[src/rtl/gate_seq_pkg.sv]
// rtl/gate_seq_pkg.sv - shared state encoding and 2-input truth tables for gate_truth_sequencer
package gate_seq_pkg;

  typedef enum logic [1:0] {
    IDLE,
    DRIVE,
    SAMPLE,
    DONE
  } state_t;

  // Bit i is the gate output expected for input vector i.
  localparam logic [3:0] TT_OR2   = 4'b1110;
  localparam logic [3:0] TT_AND2  = 4'b1000;
  localparam logic [3:0] TT_XOR2  = 4'b0110;
  localparam logic [3:0] TT_NAND2 = 4'b0111;

endpackage

[src/rtl/gate_seq_hold_timer.sv]
// rtl/gate_seq_hold_timer.sv - settle-time counter with terminal-count flag at HOLD_CYC-1
module gate_seq_hold_timer #(
  parameter int HOLD_CYC = 4
) (
  input  logic clk,
  input  logic rst_n,
  input  logic clr,
  input  logic en,
  output logic tc
);

  localparam int TW = (HOLD_CYC > 1) ? $clog2(HOLD_CYC) : 1;

  logic [TW-1:0] count;

  always_ff @(posedge clk or negedge rst_n) begin
    if (!rst_n) begin
      count <= '0;
    end else if (clr) begin
      count <= '0;
    end else if (en) begin
      count <= count + 1'b1;
    end
  end

  assign tc = (count == TW'(HOLD_CYC - 1));

endmodule

[src/rtl/gate_truth_sequencer.sv]
// rtl/gate_truth_sequencer.sv - exhaustive truth-table checker for a combinational gate; GATE_SEQ_STOP_ON_FAIL_EN ends a run at the first mismatch
module gate_truth_sequencer
  import gate_seq_pkg::*;
#(
  parameter int                  N_IN     = 2,
  parameter int                  HOLD_CYC = 4,
  parameter logic [2**N_IN-1:0]  EXPECT   = TT_OR2
) (
  input  logic            clk,
  input  logic            rst_n,
  input  logic            start,
  output logic [N_IN-1:0] gate_in,
  input  logic            gate_y,
  output logic            busy,
  output logic            done,
  output logic            pass,
  output logic [N_IN:0]   err_cnt,
  output logic [N_IN-1:0] fail_vec,
  output logic            fail_seen
);

  state_t          state;
  logic [N_IN-1:0] vec;
  logic            hold_tc;
  logic            mismatch;
  logic            last_vec;
  logic            stop_run;
  logic [N_IN:0]   err_next;

  gate_seq_hold_timer #(
    .HOLD_CYC (HOLD_CYC)
  ) u_hold_timer (
    .clk   (clk),
    .rst_n (rst_n),
    .clr   ((state != DRIVE) || hold_tc),
    .en    (state == DRIVE),
    .tc    (hold_tc)
  );

  assign mismatch = (gate_y != EXPECT[vec]);
  assign last_vec = &vec;
  assign err_next = err_cnt + {{N_IN{1'b0}}, mismatch};

`ifdef GATE_SEQ_STOP_ON_FAIL_EN
  assign stop_run = last_vec || mismatch;
`else
  assign stop_run = last_vec;
`endif

  always_ff @(posedge clk or negedge rst_n) begin
    if (!rst_n) begin
      state     <= IDLE;
      vec       <= '0;
      gate_in   <= '0;
      busy      <= 1'b0;
      done      <= 1'b0;
      pass      <= 1'b0;
      err_cnt   <= '0;
      fail_vec  <= '0;
      fail_seen <= 1'b0;
    end else begin
      case (state)
        // A start in DONE is a fresh run, identical to one from IDLE.
        IDLE, DONE: begin
          if (start) begin
            state     <= DRIVE;
            vec       <= '0;
            gate_in   <= '0;
            busy      <= 1'b1;
            done      <= 1'b0;
            pass      <= 1'b0;
            err_cnt   <= '0;
            fail_vec  <= '0;
            fail_seen <= 1'b0;
          end
        end
        DRIVE: begin
          if (hold_tc) begin
            state <= SAMPLE;
          end
        end
        SAMPLE: begin
          if (mismatch) begin
            err_cnt <= err_next;
            if (!fail_seen) begin
              fail_vec  <= vec;
              fail_seen <= 1'b1;
            end
          end
          if (stop_run) begin
            state <= DONE;
            busy  <= 1'b0;
            done  <= 1'b1;
            pass  <= (err_next == '0);
          end else begin
            state   <= DRIVE;
            vec     <= vec + 1'b1;
            gate_in <= vec + 1'b1;
          end
        end
        default: state <= IDLE;
      endcase
    end
  end

endmodule
[config.mk]
export PLATFORM = sky130hd
export DESIGN_NAME = gate_truth_sequencer
export DESIGN_NICKNAME = d
export VERILOG_FILES = /design/src/rtl/gate_seq_pkg.sv /design/src/rtl/gate_seq_hold_timer.sv /design/src/rtl/gate_truth_sequencer.sv
export SDC_FILE = /design/constraint.sdc
export NUM_CORES = 1
export LEC_CHECK = 0
export CAP_MARGIN = 20
export CORE_MARGIN = 5
export CORE_UTILIZATION = 46
export DETAILED_ROUTE_END_ITERATION = 6
export HOLD_SLACK_MARGIN = 0.15
export PLACE_DENSITY_LB_ADDON = 0.25
export SYNTH_ARGS = -nofsm -noshare
export SYNTH_HDL_FRONTEND = slang
export SYNTH_SLANG_ARGS = --single-unit
[constraint.sdc]
create_clock -name clk -period 2.1 [get_ports clk]
set_input_delay 0.42 -clock clk [delete_from_list [all_inputs] [get_ports clk]]
set_output_delay 0.42 -clock clk [all_outputs]
set_load 0.005 [all_outputs]
### Word-level counts from Yosys, hierarchy flattened

Cells that the tools add are included.

* register bits after elaboration: 15
* output and inout bits: 11
* logic and storage cells: 64

* add/subtract/negate cells: 3
* order comparisons: 1
* equal/unequal tests: 12
* mux-type cells: 27
* reductions and logical operators: 12

Operators with widths (number)
* 2-to-1 mux 2 bit: 9
* != test 2 bit, second input constant: 6
* AND reduction 3 bit: 3
* case mux 1 bit (2 select lines): 4
* case mux 2 bit (2 select lines): 2
* 2-to-1 mux 1 bit: 7
* equality test 2 bit, second input constant: 3
* 2-to-1 mux 3 bit: 2
* case mux 2 bit (3 select lines): 1
* case mux 3 bit (2 select lines): 1
* adder 2 x 1 -> 2 bit, second input constant: 2
* AND reduction 2 bit: 2
* AND reduction 4 bit: 1
* nonzero test 2 bit: 2
* adder 3 x 1 -> 3 bit: 1
* zero test 3 bit: 1
* < comparator 2 x 3 -> 1 bit, second input constant: 1
* binary-select mux 1 bit (select 2 bit): 1
* equality test 2 x 1 -> 1 bit, second input constant: 1
* zero test 2 bit: 1
* != test 2 x 1 -> 1 bit, second input constant: 1
* OR reduction 2 bit: 1
* logical OR 1 bit: 1
* != test 1 bit: 1

### Longest topological paths before layout

Gate-level depths: netlist (run 1).

* word-level depth: 7
* mapped depth: 9

### Modules after synthesis

A second synthesis (run 1) with hierarchy kept.

* cell total of the unflattened synthesis: 82
* area, all modules: 858.3 sq um

Modules (own cells, without submodules)
* gate_truth_sequencer: times used 1, cells each 75, area an instance 769.5 sq um, seq. area each 325.3 sq um
* gate_seq_hold_timer: times used 1, cells each 7, area an instance 88.8 sq um, seq. area each 50.0 sq um

### Least setup slack after synthesis (run 1)

Ideal clock, no wire load.

* path kind: register -> register
* start point: register vec[0]
* end point: register pass
* setup time: 0.095 ns
* data arrival time: 1.913 ns
* data required time: 2.005 ns
* path slack: 0.092 ns
* cell stages (with the launch flop): 10
* buffers on the path: 0
* cells stage by stage: dfrtp_1 inv_1 ha_1 xor2_2 inv_1 ha_1 ha_1 xnor2_1 nand3b_1 o31ai_1

* longest elaborated chain between the ends: 7
* elaborated cells on any way between the ends: 10
* classes of those cells: add/sub (1); eq/ne (2); mux (4); reduce/logical (3)

RTL lines
* start: declaration: line gate_truth_sequencer.sv:23 `logic [N_IN-1:0] vec;`
* start signal: assignment: line gate_truth_sequencer.sv:97 `vec <= vec + 1'b1;`
* binary-select mux 1 bit (select 2 bit): line gate_truth_sequencer.sv:40 `assign mismatch = (gate_y != EXPECT[vec]);`
* 2-to-1 mux 1 bit (not written as such): line gate_truth_sequencer.sv:40
* != test 1 bit: line gate_truth_sequencer.sv:40
* adder 3 x 1 -> 3 bit: line gate_truth_sequencer.sv:42 `assign err_next = err_cnt + {{N_IN{1'b0}}, mismatch};`
* zero test 3 bit: line gate_truth_sequencer.sv:94 `pass <= (err_next == '0);`
* 2-to-1 mux 1 bit: line gate_truth_sequencer.sv:90 `if (stop_run) begin`
* case mux 1 bit (2 select lines): line gate_truth_sequencer.sv:62 `case (state)`
* end signal: assignment: line gate_truth_sequencer.sv:94
* end: declaration: line gate_truth_sequencer.sv:16 `output logic pass,`

Parallel ways exist; a longest one is shown, timed or not. The select of a mux whose other input is x is not followed.
A chain may end at the register's enable or synchronous reset.

### Final worst setup path (run 1)

* start point: register vec[1]
* end point: register pass

Same word-level chain as after synthesis.

==> flow_summary.json, run 1 <==
{
  "status": "finished clean",
  "ys_dominant_reg_cell": "sky130_fd_sc_hd__dfrtp_1",
  "place.detailed.instances": 129,
  "met3_wl_post_dr_um": 76,
  "path_max_fanout": 6,
  "criticalPathCategory": "flip-flop to flip-flop",
  "via_per_inst": 5.17,
  "clockBufferDepth": 2,
  "cp.required_ps": 2300,
  "die-area_um2": 2900,
  "cts_h_tree_lvls": 1,
  "fin_crit_sh_pct": 90.1,
  "drt-total-wl_mm": 1.67,
  "yosys_warnings": 0,
  "whs_ps": 446,
  "netlist_cell_types": 30,
  "cts-resized-gates": 0,
  "buffer_ports.inserted": 14,
  "ctsHoldBuffers": 0,
  "core_area_um2": 1780,
  "slowest_delay_ps": 440,
  "final_antenna_net_count": 0,
  "avgRoutedWirePerCell_um": 12.6,
  "track_usage_pct": 14.0,
  "topRoutingLayerUsed": "met4",
  "fillCellCount": 154,
  "dp_slack_ps": -0.289,
  "route.detailed.drc": 0,
  "timing.final.setup_violations": 0,
  "fin_ws_ps": 207,
  "antenna_found_initial": 0,
  "clock_skew_ps": 4.62,
  "post_synth_inst_count": 87,
  "first_drt_pass_iteration_count": 4,
  "critical_path.cell_chain": "inv_1, ha_1, xor2_2, inv_1, ha_1, ha_1, xnor2_1, nand3b_1, o31ai_1",
  "detailroute.wirelength.met2_um": 748,
  "power_mw": 1.10,
  "cp_common_cell": "sky130_fd_sc_hd__ha_1",
  "timing.critical_path.slowest_stage_cell": "sky130_fd_sc_hd__dfrtp_1",
  "instances_no_fill": 133,
  "synthArstFlopShare_pct": 100,
  "dieHeight_um": 53.8,
  "floorplan.io_pins": 15,
  "cts_tree": "done",
  "max_cap_violations": 0,
  "place.gp.congestion": 0.771,
  "clock_sinks": 15,
  "initial_core_util_pct": 49.5,
  "grt_first_pass_wirelength_mm": 2.90,
  "numCtsBuffers": 3,
  "netlist_area_um2": 883,
  "clkLatencyLatePin_ps": 280,
  "vdd_ir_drop_max_mv": 0.643,
  "critical_path.endpoint_type": "flip-flop",
  "finish.instance_area_um2": 1100,
  "clk_root_buffer_cell": "sky130_fd_sc_hd__clkbuf_4",
  "cell_area_after_placement_um2": 1070,
  "finalSetupTns_ps": 0,
  "multi_input_comb_area_um2": 455,
  "dp_hpwl_mm": 1.27,
  "grt_max_degree": 19,
  "area.sequential_um2": 375,
  "post_route_cells_drive_above_1_share_pct": 13.0,
  "synth_enable_flop_cells": 0,
  "hold_viol": 0,
  "timing.slew.headroom_pct": 81.6,
  "grt_overflow": 0,
  "cts.repair_timing.setup_buffer_count": 0,
  "num-nets-final": 121,
  "power_leakage_nw": 0.509,
  "num_vias": 688,
  "postSynthAreaPerCell_um2": 10.2,
  "path_clk_slew_ps": 90,
  "worst-endpoint-arrival_ps": 2090,
  "chipWidth_um": 53.8,
  "ys_ff_latch": 15,
  "proportion_of_synthesized_chip_area_in_sequential_cells_pct": 42.5,
  "final-max-slew-violation-count": 0,
  "clock.fmax_mhz": 528,
  "antenna_cells_inserted": 0,
  "first_iter_violations": 11,
  "fp-row-count": 15,
  "total_routed_wire_length_on_the_met1_layer_um": 836,
  "power-per-cell-area_nw_per_um2": 1000,
  "final_core_utilization_pct": 61.8,
  "syn2layout_area_growth_pct": 24.6,
  "grt_pass1_vias": 669,
  "worst_min_delay_path_class": "input pin to asynchronous set/reset pin",
  "synth_fp_nets": 99,
  "setup.worst_path.start_class": "flip-flop",
  "setup_repair_after_global_routing_missed_its_margin": "false",
  "min_period_ps": 1890,
  "tightest_slew_ps": 275
}
==> registers in the layout, indices dropped and copies added, names as in the netlist <==
name / flops
done: 1
fail_seen: 1
pass: 1
vec: 2
err_cnt: 3
fail_vec: 2
state: 2
u_hold_timer.count: 2
busy: 1
==> worst max-delay path, delay by kind of cell, from the launching register on <==
family                   cells  cell delay (ps)
AO/OA/AOI/OAI                1              180
XOR/XNOR                     2              350
adder cells (fa/ha/maj)      3              610
buffers and inverters        2              150
flip-flops                   1              440
AND/OR/NAND/NOR              1               90
==> synth_stat cells, types with 2 or more instances <==
master / number / area (µm²)
sky130_fd_sc_hd__dfrtp_1: 15 / 375
sky130_fd_sc_hd__inv_1: 7 / 26.3
sky130_fd_sc_hd__and2_1: 2 / 12.5
sky130_fd_sc_hd__o2bb2ai_1: 2 / 17.5
sky130_fd_sc_hd__nor2b_1: 2 / 12.5
sky130_fd_sc_hd__nand2_1: 9 / 33.8
sky130_fd_sc_hd__a22o_1: 3 / 26.3
sky130_fd_sc_hd__ha_1: 8 / 100
sky130_fd_sc_hd__nor2_1: 5 / 18.8
sky130_fd_sc_hd__buf_6: 2 / 22.5
sky130_fd_sc_hd__a311o_1: 2 / 20.0
sky130_fd_sc_hd__nand3_1: 4 / 20.0
sky130_fd_sc_hd__a21oi_1: 5 / 25.0
sky130_fd_sc_hd__nand2b_1: 3 / 18.8
sky130_fd_sc_hd__nand4_1: 2 / 12.5
sky130_fd_sc_hd__nor4_1: 2 / 12.5
==> final cells by class <==
| class | instances | share of cell area [%] |
|---|---|---|
| multi-input cells | 62 | 41.4 |
| flip-flops and latches | 15 | 34.1 |
| repair buffers | 20 | 16.8 |
| well taps | 25 | 2.84 |
| inverters | 7 | 2.39 |
| clock buffers | 3 | 2.05 |
| clock inverters | 1 | 0.455 |
==> power breakdown <==
group	switching [mW]	leakage (nW)	internal [mW]
Combinational	0.294	0.293	0.264
Clock	0.0919	0.0177	0.0706
Sequential	0.0399	0.198	0.343
==> metal layers <==
layer | vias to the layer above | global-route usage, %
li1 | 348 | -
met1 | 324 | 18.1
met2 | 14 | 22.8
met3 | 2 | 3.88
met4 | 0 | 3.83
met5 | - | 0
==> layout by cell type, fill, tap and decap left out <==
cell                              count
sky130_fd_sc_hd__a211o_1              1
sky130_fd_sc_hd__a21bo_2              1
sky130_fd_sc_hd__a21oi_1              5
sky130_fd_sc_hd__a22o_1               3
sky130_fd_sc_hd__a311o_1              2
sky130_fd_sc_hd__and2_1               2
sky130_fd_sc_hd__and3b_1              1
sky130_fd_sc_hd__buf_4                6
sky130_fd_sc_hd__clkbuf_4             3
sky130_fd_sc_hd__clkdlybuf4s50_1     14
sky130_fd_sc_hd__clkinv_2             1
sky130_fd_sc_hd__dfrtp_1             15
sky130_fd_sc_hd__ha_1                 8
sky130_fd_sc_hd__inv_1                7
sky130_fd_sc_hd__mux2i_1              1
sky130_fd_sc_hd__mux2i_2              1
sky130_fd_sc_hd__nand2_1              9
sky130_fd_sc_hd__nand2b_1             3
sky130_fd_sc_hd__nand3_1              4
sky130_fd_sc_hd__nand3b_1             1
sky130_fd_sc_hd__nand4_1              2
sky130_fd_sc_hd__nor2_1               5
sky130_fd_sc_hd__nor2b_1              2
sky130_fd_sc_hd__nor4_1               2
sky130_fd_sc_hd__nor4_2               1
sky130_fd_sc_hd__o21ai_0              1
sky130_fd_sc_hd__o22a_1               1
sky130_fd_sc_hd__o2bb2ai_1            2
sky130_fd_sc_hd__o31ai_1              1
sky130_fd_sc_hd__or2b_1               1
sky130_fd_sc_hd__xnor2_1              1
sky130_fd_sc_hd__xor2_2               1
==> cells by family after synthesis <==
logic type               synth area share, %
adder cells (fa/ha/maj)                 11.3
buffers and inverters                   5.95
multiplexers                            2.69
AND/OR/NAND/NOR                         20.1
flip-flops                              42.5
XOR/XNOR                                2.83
AO/OA/AOI/OAI                           14.6
==> final timing paths <==
path,startpoint,end,slack (ps),cells after the start
min in group clk,u_hold_timer.count[0]$_DFFE_PN0P_,u_hold_timer.count[0]$_DFFE_PN0P_,450,1
max in group asynchronous,rst_n,fail_seen$_DFFE_PN0P_,1480,2
max,vec[1]$_DFFE_PN0P_,pass$_DFFE_PN0P_,210,9
min,rst_n,state[0]$_DFFE_PN0P_,450,2
min reg2reg,u_hold_timer.count[0]$_DFFE_PN0P_,u_hold_timer.count[0]$_DFFE_PN0P_,450,1
max reg2reg,vec[1]$_DFFE_PN0P_,pass$_DFFE_PN0P_,210,9
No activity file was read; power rests on OpenSTA's default activity.
==> run 2, diff against run 1 <==
--- a/config.mk
+++ b/config.mk
@@ -7,7 +7,7 @@
 export LEC_CHECK = 0
 export CAP_MARGIN = 20
 export CORE_MARGIN = 5
-export CORE_UTILIZATION = 46
+export CORE_UTILIZATION = 30
 export DETAILED_ROUTE_END_ITERATION = 6
 export HOLD_SLACK_MARGIN = 0.15
 export PLACE_DENSITY_LB_ADDON = 0.25
==> run 2 against run 1 <==
  * Die area is 43% higher
  * Worst setup slack worse by 32 ps
  * Sequential cell count did not move
  * Clock skew about the same
  * Critical path depth is the same
  * Via count increased by 2.3%
  * Register-to-register slack worse by 30 ps
  * Routed wire length up 8.9%
  * Sequential share of layout area shrank 0.38 points
  * Total power rose by 1.6%
  * Clock power increased by 6%
  * Largest power group unchanged
  * Highest routed layer unchanged
==> flow_summary.json, run 2 (synthesis results as in run 1) <==
{
  "ctsHoldBuffers": 0,
  "switching_share_pct": 38.7,
  "cts.repair_timing.setup_buffer_count": 0,
  "final_antenna_net_count": 0,
  "first_iter_violations": 15,
  "dp_hpwl_mm": 1.35,
  "fin_crit_sh_pct": 91.6,
  "clkLatencyLatePin_ps": 290,
  "grt_max_degree": 19,
  "clockBufferDepth": 2,
  "switching_power_mw": 0.434,
  "min_period_ps": 1920,
  "route.detailed.drc": 0,
  "chipWidth_um": 64.3,
  "largest_register": "err_cnt",
  "power_leakage_nw": 0.511,
  "track_usage_pct": 9.73,
  "p_int_mw": 0.687,
  "setup_repair_after_global_routing_missed_its_margin": "false",
  "comb_power_share_pct": 50.6,
  "hold_viol": 0,
  "clock_sinks": 15,
  "initial_core_util_pct": 31.8,
  "critical_path.endpoint_type": "flip-flop",
  "max_cap_violations": 0,
  "setup.worst_path.start_class": "flip-flop",
  "die-area_um2": 4130,
  "ff2ff_path_depth": 9,
  "worstReg2RegStart": "vec[1]$_DFFE_PN0P_",
  "antenna_found_initial": 0,
  "antenna_cells_inserted": 0,
  "criticalPathCategory": "flip-flop to flip-flop",
  "syn2layout_area_growth_pct": 26.5,
  "via_per_inst": 5.03,
  "avgRoutedWirePerCell_um": 13.0,
  "area.sequential_um2": 377,
  "first_drt_pass_iteration_count": 4,
  "timing.rr.end": "pass$_DFFE_PN0P_",
  "num_vias": 704,
  "core_area_um2": 2780,
  "fp-row-count": 19,
  "cts_h_tree_lvls": 1,
  "numCtsBuffers": 3,
  "tightest_slew_ps": 448,
  "timing.final.setup_violations": 0,
  "num-nets-final": 122,
  "grt_first_pass_wirelength_mm": 3.18,
  "grt_overflow": 0,
  "clock_power_share_pct": 15.4,
  "finalSetupTns_ps": 0,
  "power-per-cell-area_nw_per_um2": 1000,
  "cp.required_ps": 2300,
  "post_route_cells_drive_above_1_share_pct": 14.7,
  "clk_root_buffer_cell": "sky130_fd_sc_hd__clkbuf_4",
  "fillCellCount": 261,
  "worst_min_delay_path_class": "input pin to asynchronous set/reset pin",
  "dieHeight_um": 64.3,
  "timing.slew.headroom_pct": 69.6,
  "floorplan.io_pins": 15,
  "drt-total-wl_mm": 1.82,
  "seqPwrFrac_pct": 34.0,
  "path_clk_slew_ps": 100,
  "grt_pass1_vias": 690,
  "timing.reg2reg.setup_slack_ps": 180,
  "largest_reg_flops": 3,
  "status": "finished clean",
  "worst-endpoint-arrival_ps": 2120,
  "cell_area_after_placement_um2": 1090,
  "cts_tree": "done",
  "clock_skew_ps": 4.89,
  "multi_input_comb_area_um2": 455,
  "final-max-slew-violation-count": 0,
  "layout_common_cells": "sky130_fd_sc_hd__dfrtp_1 (14), sky130_fd_sc_hd__clkdlybuf4s50_1 (14), sky130_fd_sc_hd__nand2_1 (9)",
  "clock.fmax_mhz": 520,
  "buffer_ports.inserted": 14,
  "finish.instance_area_um2": 1120,
  "place.gp.congestion": 0.832,
  "path_max_fanout": 6,
  "vdd_ir_drop_max_mv": 0.576
}
==> run 2: cell types whose count changed in the layout (fill, tap and decap cells not counted) <==
cell	delta
sky130_fd_sc_hd__dfrtp_1	-1
sky130_fd_sc_hd__dfrtp_2	+1
sky130_fd_sc_hd__buf_4	+1
==> run 2: cell type report <==
class	count	share of cell area (%)
clock buffer	3	2.02
clock inverter	1	0.448
inverter	7	2.35
multi-input combinational	62	40.8
sequential	15	33.7
tap	31	3.47
timing repair buffer	21	17.2
==> run 2: repair_timing <==
action	CTS	global route
gates resized for setup	0	1
setup endpoints to repair	0	1
hold endpoints to repair	0	0
==> run 2: stage by stage <==
| stage | util [%] | total power [mW] | instances | setup WS (ps) | hold WS (ps) |
|---|---|---|---|---|---|
| 3_5_place_dp | 39.1 | 0.958 | 136 | -63.7 | 424 |
| 4_1_cts | 40.1 | 1.14 | 140 | 107 | 435 |
| 5_1_grt | 40.2 | 1.22 | 140 | 50.2 | 440 |
| 2_1_floorplan | - | 0.760 | 87 | 91.5 | 124 |
| 6_report | 40.2 | 1.12 | 140 | 175 | 432 |
| 3_3_place_gp | 39.1 | 0.945 | 136 | 37.4 | 420 |
==> run 2: how the worst max path moves through the flow <==
stage / from / to / cells after the start
floorplan: vec[0]$_DFFE_PN0P_ / pass$_DFFE_PN0P_ / 9
global placement: gate_y / pass$_DFFE_PN0P_ / 8
detailed placement: gate_y / pass$_DFFE_PN0P_ / 8
CTS: vec[1]$_DFFE_PN0P_ / pass$_DFFE_PN0P_ / 9
global route: vec[1]$_DFFE_PN0P_ / pass$_DFFE_PN0P_ / 9
finish: vec[1]$_DFFE_PN0P_ / pass$_DFFE_PN0P_ / 9
==> run 2: power groups by stage <==
stage	combinational, mW	sequential (mW)	clock, mW
floorplan	0.367	0.394	0
global placement	0.559	0.386	0
detailed placement	0.571	0.387	0
CTS	0.573	0.381	0.182
global route	0.634	0.389	0.193
finish	0.567	0.381	0.172
==> run 2: critical path, cell delays in order (launching register included) <==
cell	delay (ps)
sky130_fd_sc_hd__dfrtp_2	420
sky130_fd_sc_hd__inv_1	50
sky130_fd_sc_hd__ha_1	200
sky130_fd_sc_hd__xor2_2	180
sky130_fd_sc_hd__inv_1	70
sky130_fd_sc_hd__ha_1	180
sky130_fd_sc_hd__ha_1	220
sky130_fd_sc_hd__xnor2_1	190
sky130_fd_sc_hd__nand3b_1	100
sky130_fd_sc_hd__o31ai_1	210
==> run 2: metal layers <==
metal	vias to the layer above	track usage [%]	share of wire, %
met2	15	16.0	48
met3	5	3.68	6.2
met1	334	11.6	44
met5	-	0	0
li1	350	-	-
met4	0	3.05	1.3
==> run 3, diff against run 2 <==
--- a/config.mk
+++ b/config.mk
@@ -13,4 +13,5 @@
 export PLACE_DENSITY_LB_ADDON = 0.25
 export SYNTH_ARGS = -nofsm -noshare
 export SYNTH_HDL_FRONTEND = slang
+export SYNTH_HIERARCHICAL = 1
 export SYNTH_SLANG_ARGS = --single-unit
==> run 3 against run 2 <==
  * Sequential cell count unchanged
  * Final area down 2.9%
  * Sequential power down 2%
  * Clock power about the same
  * Total power down 15%
  * Count of clock-buffer cells in the layout up 1
  * Register-to-register slack better by 20 ps
  * Non-clock buffer count down 3
  * Critical path type unchanged
  * Largest cell class unchanged
  * Largest power group unchanged
==> flow_summary.json, run 3 <==
{
  "syn2layout_area_growth_pct": 26.4,
  "path_clk_slew_ps": 100,
  "ys_top_cells_by_count": "sky130_fd_sc_hd__dfrtp_1 (15), sky130_fd_sc_hd__nand2_1 (14), sky130_fd_sc_hd__ha_1 (8), sky130_fd_sc_hd__mux2i_1 (7)",
  "multi_input_comb_area_um2": 455,
  "fp-row-count": 19,
  "initial_core_util_pct": 31.1,
  "critical_path.startpoint": "vec[0]$_DFFE_PN0P_",
  "clock_power_share_pct": 18.0,
  "die-area_um2": 4030,
  "antenna_found_initial": 0,
  "core_area_um2": 2760,
  "setup.worst_path.start_class": "flip-flop",
  "timing.slew.headroom_pct": 65.8,
  "layout_common_cells": "sky130_fd_sc_hd__dfrtp_1 (15), sky130_fd_sc_hd__nand2_1 (14), sky130_fd_sc_hd__clkdlybuf4s50_1 (14)",
  "cts.repair_timing.setup_buffer_count": 0,
  "num-nets-final": 115,
  "antenna_cells_inserted": 0,
  "timing.final.setup_violations": 0,
  "netlist_top_cells_area": "sky130_fd_sc_hd__dfrtp_1 (44%), sky130_fd_sc_hd__ha_1 (12%), sky130_fd_sc_hd__mux2i_1 (8.2%), sky130_fd_sc_hd__nand2_1 (6.1%), sky130_fd_sc_hd__a22o_1 (3.1%)",
  "drt-total-wl_mm": 1.71,
  "fillCellCount": 282,
  "synth_largest_area_cell": "sky130_fd_sc_hd__dfrtp_1",
  "cts_h_tree_lvls": 1,
  "netlist_area_um2": 858,
  "dieHeight_um": 63.5,
  "grt_overflow": 0,
  "track_usage_pct": 9.73,
  "cts_tree": "done",
  "tightest_slew_ps": 504,
  "first_drt_pass_iteration_count": 3,
  "vdd_ir_drop_max_mv": 0.466,
  "criticalPathCategory": "flip-flop to flip-flop",
  "largest_reg_flops": 3,
  "min_period_ps": 1900,
  "place.gp.congestion": 0.704,
  "cp.required_ps": 2310,
  "largest_register": "err_cnt",
  "setup_repair_after_global_routing_missed_its_margin": "false",
  "final-max-slew-violation-count": 0,
  "avgRoutedWirePerCell_um": 12.9,
  "ys_ff_latch": 15,
  "clk_root_buffer_cell": "sky130_fd_sc_hd__clkbuf_4",
  "cell_area_after_placement_um2": 1060,
  "comb_power_share_pct": 42.8,
  "via_per_inst": 4.68,
  "grt_first_pass_wirelength_mm": 3.11,
  "synth_top_area_share_pct": 43.7,
  "postSynthAreaPerCell_um2": 10.5,
  "post_synth_inst_count": 82,
  "clock_sinks": 15,
  "first_iter_violations": 18,
  "clock.fmax_mhz": 526,
  "num_vias": 623,
  "power-per-cell-area_nw_per_um2": 882,
  "floorplan.io_pins": 15,
  "final_antenna_net_count": 0,
  "synth_fp_nets": 94,
  "cts-resized-gates": 0,
  "proportion_of_synthesized_chip_area_in_sequential_cells_pct": 43.7,
  "power_leakage_nw": 0.489,
  "chipWidth_um": 63.5,
  "route.detailed.drc": 0,
  "finish.instance_area_um2": 1080,
  "synth_enable_flop_cells": 0,
  "clkLatencyLatePin_ps": 280,
  "status": "finished clean",
  "worstReg2RegStart": "vec[0]$_DFFE_PN0P_",
  "area.sequential_um2": 375,
  "numCtsBuffers": 3,
  "path_max_fanout": 7,
  "clock_skew_ps": 1.75,
  "ctsHoldBuffers": 0,
  "buffer_ports.inserted": 14,
  "dp_hpwl_mm": 1.30,
  "synthArstFlopShare_pct": 100,
  "grt_max_degree": 16,
  "grt_pass1_vias": 670,
  "p_int_mw": 0.599,
  "ys_dominant_reg_cell": "sky130_fd_sc_hd__dfrtp_1",
  "switching_share_pct": 37.4,
  "worst-endpoint-arrival_ps": 2110,
  "finalSetupTns_ps": 0,
  "fin_crit_sh_pct": 90.5,
  "critical_path.endpoint_type": "flip-flop",
  "switching_power_mw": 0.358,
  "worst_min_delay_path_class": "input pin to asynchronous set/reset pin",
  "yosys_warnings": 6,
  "clockBufferDepth": 2,
  "fin_ws_ps": 199,
  "post_route_cells_drive_above_1_share_pct": 10.8,
  "dp_slack_ps": 43.3,
  "max_cap_violations": 0,
  "most_frequent_standard_cell_in_the_layout_excluding_fill_and_tap_cells": "sky130_fd_sc_hd__dfrtp_1",
  "seqPwrFrac_pct": 39.2,
  "hold_viol": 0,
  "post-synth-top-count-cell": "sky130_fd_sc_hd__dfrtp_1",
  "netlist_cell_types": 26
}
==> run 3: changes by cell type in the layout (fill, tap and decap cells not counted), moves of 2 or more <==
cell                      previous run  this run
sky130_fd_sc_hd__mux2i_1             1         7
sky130_fd_sc_hd__nand2_1             9        14
sky130_fd_sc_hd__nand3_1             4         0
sky130_fd_sc_hd__buf_4               7         4
sky130_fd_sc_hd__a311o_1             2         0
sky130_fd_sc_hd__and2_1              2         0
sky130_fd_sc_hd__inv_1               7         5
sky130_fd_sc_hd__nor4_1              2         0
==> run 3: path summary, 6_finish.rpt <==
kind                       cells past startpoint                                end  slack [ps]
min                                            2             err_cnt[0]$_DFFE_PN0P_         440
max in group asynchronous                      2  u_hold_timer/count[1]$_DFFE_PN0P_        1480
min in group clk                               1                   busy$_DFFE_PN0P_         530
max                                            9                   pass$_DFFE_PN0P_         200
max reg2reg                                    9                   pass$_DFFE_PN0P_         200
min reg2reg                                    1                   busy$_DFFE_PN0P_         530
==> run 3: layout make-up <==
type                    count  share of cell area, %
clock buffers               4                   2.42
repair buffers             18                   15.7
inverters                   5                   1.73
well taps                  31                   3.58
multi-input cells          60                   42.0
flip-flops and latches     15                   34.6
==> run 3: per-layer routing <==
| layer | global-route usage (%) | wire length, µm | vias up |
|---|---|---|---|
| met3 | 2.66 | 70 | 2 |
| met5 | 0 | 0 | - |
| li1 | - | - | 319 |
| met2 | 16.4 | 871 | 8 |
| met1 | 11.3 | 758 | 294 |
| met4 | 4.68 | 13 | 0 |
==> run 3: cell families (layout without fill, tap and decap cells) <==
logic type | Yosys count | after routing | synth area share (%)
flops | 15 | 15 | 43.7
xor+xnor | 3 | 3 | 3.94
buf+inv | 7 | 27 | 3.21
simple gates | 28 | 28 | 17.1
fa+ha+maj | 8 | 8 | 11.7
mux | 8 | 8 | 9.77
compound gates | 13 | 13 | 10.6
==> run 3: power groups by stage <==
| stage | clock network, mW | registers (mW) | logic [mW] |
|---|---|---|---|
| finish | 0.172 | 0.375 | 0.410 |
| detailed placement | 0 | 0.382 | 0.415 |
| floorplan | 0 | 0.377 | 0.301 |
| global route | 0.192 | 0.384 | 0.459 |
| CTS | 0.179 | 0.376 | 0.417 |
| global placement | 0 | 0.379 | 0.406 |
==> run 3: metrics by stage <==
stage	total power, mW	hold WS [ps]	utilization (%)	instances
floorplan	0.678	124	-	82
global placement	0.785	503	38.4	129
detailed placement	0.797	507	38.4	129
CTS	0.972	445	39.3	133
global route	1.04	466	39.3	133
finish	0.957	441	39.3	133
==> run 3: worst max-delay path: stages, from the launching register on <==
cell,delay (ps)
sky130_fd_sc_hd__dfrtp_1,460
sky130_fd_sc_hd__inv_1,70
sky130_fd_sc_hd__ha_1,240
sky130_fd_sc_hd__xor2_2,180
sky130_fd_sc_hd__inv_1,60
sky130_fd_sc_hd__ha_1,180
sky130_fd_sc_hd__ha_1,280
sky130_fd_sc_hd__nor2_1,110
sky130_fd_sc_hd__nand4_1,90
sky130_fd_sc_hd__o21ai_0,160
